`src/rtl/raster_pkg.sv`:
```
// Shared types and constants for the raster coordinate sequencer.
package raster_pkg;

  typedef enum logic [1:0] {
    StIdle = 2'd0,
    StScan = 2'd1,
    StDone = 2'd2
  } state_e;

  localparam int unsigned FRAME_COUNT_W = 8;

endpackage

```
`src/rtl/wrap_counter.sv`:
```
// Counter that steps 0..LIMIT-1 and wraps by explicit compare, so LIMIT == 2^W is safe.
module wrap_counter #(
  parameter int unsigned W     = 8,
  parameter int unsigned LIMIT = 256
) (
  input  logic         clock,
  input  logic         reset,
  input  logic         clear,
  input  logic         inc,
  output logic [W-1:0] value,
  output logic         at_max
);

  localparam logic [W-1:0] MaxVal = W'(LIMIT - 1);

  logic [W-1:0] value_q, value_d;

  always_comb begin
    at_max = (value_q == MaxVal);
    value_d = value_q;
    if (clear) begin
      value_d = '0;
    end else if (inc) begin
      value_d = at_max ? '0 : value_q + W'(1);
    end
  end

  always_ff @(posedge clock) begin
    if (reset) begin
      value_q <= '0;
    end else begin
      value_q <= value_d;
    end
  end

  assign value = value_q;

endmodule

```
`src/rtl/raster_scan.sv`:
```
// Row-major (x, y) coordinate generator over valid/ready, one frame per start request.
module raster_scan
  import raster_pkg::*;
#(
  parameter int unsigned WIDTH   = 10,
  parameter int unsigned HEIGHT  = 11,
  parameter int unsigned X_COUNT = 640,
  parameter int unsigned Y_COUNT = 480
) (
  input  logic                     clock,
  input  logic                     reset,
  input  logic                     tock_start,
  input  logic                     tock_abort,
  output logic                     out_valid,
  input  logic                     out_ready,
  output logic [WIDTH-1:0]         out_x,
  output logic [HEIGHT-1:0]        out_y,
  output logic                     out_last,
  output logic                     busy,
  output logic                     done,
  output logic [FRAME_COUNT_W-1:0] frame_count
);

  state_e state_q, state_d;
  logic [FRAME_COUNT_W-1:0] frame_count_q, frame_count_d;

  logic fire;
  logic cnt_clear;
  logic x_inc, y_inc;
  logic x_at_max, y_at_max;
  logic last_coord;

  // Counters only move on an accepted beat; abort or a fresh start zeroes them.
  assign fire       = out_valid & out_ready;
  assign cnt_clear  = tock_abort | ((state_q == StIdle) & tock_start);
  assign x_inc      = fire;
  assign y_inc      = fire & x_at_max;
  assign last_coord = x_at_max & y_at_max;

  wrap_counter #(
    .W     (WIDTH),
    .LIMIT (X_COUNT)
  ) u_x_cnt (
    .clock  (clock),
    .reset  (reset),
    .clear  (cnt_clear),
    .inc    (x_inc),
    .value  (out_x),
    .at_max (x_at_max)
  );

  wrap_counter #(
    .W     (HEIGHT),
    .LIMIT (Y_COUNT)
  ) u_y_cnt (
    .clock  (clock),
    .reset  (reset),
    .clear  (cnt_clear),
    .inc    (y_inc),
    .value  (out_y),
    .at_max (y_at_max)
  );

  always_ff @(posedge clock) begin
    if (reset) begin
      state_q       <= StIdle;
      frame_count_q <= '0;
    end else begin
      state_q       <= state_d;
      frame_count_q <= frame_count_d;
    end
  end

  always_comb begin
    state_d       = state_q;
    frame_count_d = frame_count_q;
    unique case (state_q)
      StIdle: begin
        if (tock_start && !tock_abort) begin
          state_d = StScan;
        end
      end
      StScan: begin
        if (tock_abort) begin
          state_d = StIdle;
        end else if (fire && last_coord) begin
          // Count lands on the same edge that raises done.
          state_d       = StDone;
          frame_count_d = frame_count_q + FRAME_COUNT_W'(1);
        end
      end
      StDone: begin
        state_d = StIdle;
      end
      default: begin
        state_d = StIdle;
      end
    endcase
  end

  always_comb begin
    out_valid   = (state_q == StScan);
    busy        = (state_q == StScan);
    done        = (state_q == StDone);
    out_last    = out_valid & last_coord;
    frame_count = frame_count_q;
  end

endmodule

```
`config.mk`:
```
export PLATFORM = sky130hd
export DESIGN_NAME = raster_scan
export DESIGN_NICKNAME = d
export VERILOG_FILES = /design/src/rtl/raster_pkg.sv /design/src/rtl/wrap_counter.sv /design/src/rtl/raster_scan.sv
export SDC_FILE = /design/constraint.sdc
export NUM_CORES = 1
export LEC_CHECK = 0
export ABC_AREA = 1
export BUFFER_PORTS_ARGS = -buffer_cell sky130_fd_sc_hd__buf_2
export CAP_MARGIN = 40
export CORE_ASPECT_RATIO = 0.6
export CORE_MARGIN = 5
export CORE_UTILIZATION = 30
export CTS_CLUSTER_SIZE = 8
export DETAILED_ROUTE_END_ITERATION = 6
export GPL_TIMING_DRIVEN = 0
export HOLD_SLACK_MARGIN = 0.02
export MAX_ROUTING_LAYER = met4
export PLACE_DENSITY = 0.6
export SLEW_MARGIN = 20
export SYNTH_ARGS = -nofsm -noshare
export SYNTH_HDL_FRONTEND = slang
export SYNTH_SLANG_ARGS = --single-unit
```
`constraint.sdc`:
```
create_clock -name clock -period 2.5 [get_ports clock]
set_input_delay 0.125 -clock clock [delete_from_list [all_inputs] [get_ports clock]]
set_output_delay 0.125 -clock clock [all_outputs]
set_load 0.005 [all_outputs]
```
==> flow_metrics.env <==
export IMPL_ant_nets=0
export IMPL_hold_buffers=0
export IMPL_p_leak_nw=0.968
export IMPL_numCtsBuffers=5
export IMPL_grt_pass1_vias=1497
export IMPL_syn_num_nets=269
export IMPL_synthFlopType="dfxtp_1"
export IMPL_syn_area_um2=1740
export IMPL_path_clk_slew_ps=70
export IMPL_crit_chain="ha_1, nand3_2, nor2_4, nand3_4, buf_6, nor2_8, nand2_1, o21ai_0, nor2_1"
export IMPL_p_per_area_nw_per_um2=432
export IMPL_period_share=0.729
export IMPL_hold_class="input pin to flip-flop"
export IMPL_avgSynthCellArea_um2=6.68
export IMPL_final_core_util=0.377
export IMPL_routed_via_density=4.41
export IMPL_h_tree_depth=2
export IMPL_finish_instance_area_um2=2110
export IMPL_rsz0062_at_grt="no"
export IMPL_cts_root_buf="clkbuf_8"
export IMPL_multi_input_area_um2=942
export IMPL_period_needed_ps=1820
export IMPL_fp_row_count=21
export IMPL_synth_edf_count=0
export IMPL_critPathMaxFanout=10
export IMPL_hold_viol_final=0
export IMPL_maxSlewHeadroom=0.725
export IMPL_drt_pass1_iter_count=4
export IMPL_critPathTopFamily="simple AND/OR/NAND/NOR gates"
export IMPL_drv_slew=0
export IMPL_n_antenna_cell=0
export IMPL_ios=38
export IMPL_yosysTopAreaCell="dfxtp_1"
export IMPL_cp_slowest_stage_delay_ps=480
export IMPL_max_cap_violations=0
export IMPL_fmax_ghz=0.549
export IMPL_cp_slowest_cell="dfxtp_1"
export IMPL_final_nets=313
export IMPL_synth_seq_cells=31
export IMPL_dieArea_um2=7480
export IMPL_cp_data_arrival_time_ps=2000
export IMPL_p_sw_frac=0.232
export IMPL_post_place_ws_ps=700
export IMPL_yosysSeqAreaShare=0.356
export IMPL_n_fill_cell=621
export IMPL_cp_end_kind="flip-flop"
export IMPL_grt_usage=0.122
export IMPL_grt_ovfl_total=0
export IMPL_path_buf_inv=1
export IMPL_wl_per_cell_um=10.9
export IMPL_clockBufferDepth=2
export IMPL_start_kind="flip-flop"
export IMPL_intPower_w=0.000701
export IMPL_clk_latency_ps=280
export IMPL_ys_types=28
export IMPL_async_flop_share=0
export IMPL_rrSetupSlack_ps=680
export IMPL_ir_drop_v=0.000156
export IMPL_layout_common_cells="61 x nand2_1, 47 x nor2_1, 37 x inv_1, 37 x buf_2, 31 x dfxtp_1"
export IMPL_drt_iter0_drc=143
export IMPL_die_x_um=108
export IMPL_grt_max_degree=11
export IMPL_outcome="complete, no violations"
export IMPL_drive_gt1_frac=0.199
export IMPL_mostFrequentLayoutCell="nand2_1"
export IMPL_antenna_found_initial=0
export IMPL_worstPathRequired_ps=2680
export IMPL_synth_area_top_cells="dfxtp_1 36%, nand2_1 13%, nor2_1 10%, inv_1 8.0%, nand3_1 5.2%"
export IMPL_design_core_area_um2=5600
export IMPL_post_route_drc_count=0
export IMPL_tightest_slew_ps=412
export IMPL_syn_instance_count=261
export IMPL_postPlaceCellArea_um2=2030
export IMPL_dieHeight_um=69.0
export IMPL_synth_top_area_frac=0.356
export IMPL_seqPwrFrac=0.544
export IMPL_setup_violations_final=0
export IMPL_ys_warnings_count=0
export IMPL_netSwitchingPower_w=0.000211
export IMPL_hpwl_mm=3.34
export IMPL_port_buffers=37
export IMPL_grt_pass1_wl_mm=7.13
export IMPL_vias=1704
export IMPL_combinationalPowerShare=0.038
export IMPL_clockPowerShare=0.418
export IMPL_ctsResizeCount=0
export IMPL_clock_sinks=31
export IMPL_drt_wl_total_mm=4.21
export IMPL_cts_tree="built"
export IMPL_path_class="flip-flop to flip-flop"
export IMPL_finalSetupTns_ps=0
export IMPL_area_delta_synth_final_pct=21.0
export IMPL_power_w=0.000912
export IMPL_fin_ws_ps=678
export IMPL_gp_congestion=0.832
export IMPL_initial_utilization=0.311
export IMPL_seqCellArea_um2=621
export IMPL_finClkSkew_ps=8.06
export IMPL_cts_setup_buffers=0
==> per-stage QoR <==
step	instances	hold slack [ps]
floorplan	261	194
global placement	378	345
detailed placement	378	344
CTS	386	39.6
global route	386	55.1
finish	386	53.7
==> synth_stat cells (2+ instances only) <==
cell     count
a21oi_1     13
dfxtp_1     31
ha_1         3
inv_1       37
nand2_1     61
nand3_1     18
nand3_2      4
nand4_1      5
nor2_1      47
nor2_4       3
nor2_8       2
nor3_1      13
nor3b_1      3
o21ai_0      6
xor2_1       2
==> flip-flops by register name, summed over array words and instances, names as in the netlist <==
| signal | flops |
|---|---|
| frame_count | 8 |
| state_q | 2 |
| u_x_cnt.value | 10 |
| u_y_cnt.value | 11 |
==> cell families after synthesis <==
group	after synthesis	share of synthesized area
simple gates	163	0.452
compound gates	20	0.0574
fa+ha+maj	3	0.0215
buf+inv	42	0.103
flops	31	0.356
xor+xnor	2	0.0101
==> final cells by class <==
class,instances,share of cell area
buffer,4,0.0178
clock buffer,7,0.0362
clock inverter,1,0.00237
sequential,31,0.294
tap,80,0.0474
inverter,38,0.0676
timing repair buffer,37,0.0878
multi-input combinational,188,0.447
==> final timing paths <==
path,endpoint,depth (start not counted),from
hold reg to reg,frame_count[4]$_SDFFE_PP0P_,2,frame_count[4]$_SDFFE_PP0P_
hold / removal,state_q[0]$_SDFFE_PP0P_,2,reset
setup / recovery,u_y_cnt.value[7]$_SDFFE_PP0P_,9,u_x_cnt.value[0]$_SDFFE_PP0P_
setup reg to reg,u_y_cnt.value[7]$_SDFFE_PP0P_,9,u_x_cnt.value[0]$_SDFFE_PP0P_
==> power groups by stage <==
stage | clock [W] | sequential [W] | combinational [W]
finish | 0.000382 | 0.000496 | 0.0000347
global placement | 0 | 0.000507 | 0.0000344
global route | 0.000416 | 0.000496 | 0.0000388
CTS | 0.000398 | 0.000496 | 0.0000349
floorplan | 0 | 0.000507 | 0.0000213
detailed placement | 0 | 0.000507 | 0.0000346
==> metal layers <==
layer / global-route usage / part of all wire / routed length (µm) / vias to the layer above
li1: - / - / - / 917
met1: 0.186 / 0.55 / 2320 / 731
met2: 0.146 / 0.36 / 1520 / 54
met3: 0.0392 / 0.080 / 336 / 2
met4: 0.0378 / 0.0064 / 27 / 0
met5: - / 0 / 0 / -
Note: power is estimated with default switching activity, not from simulation.
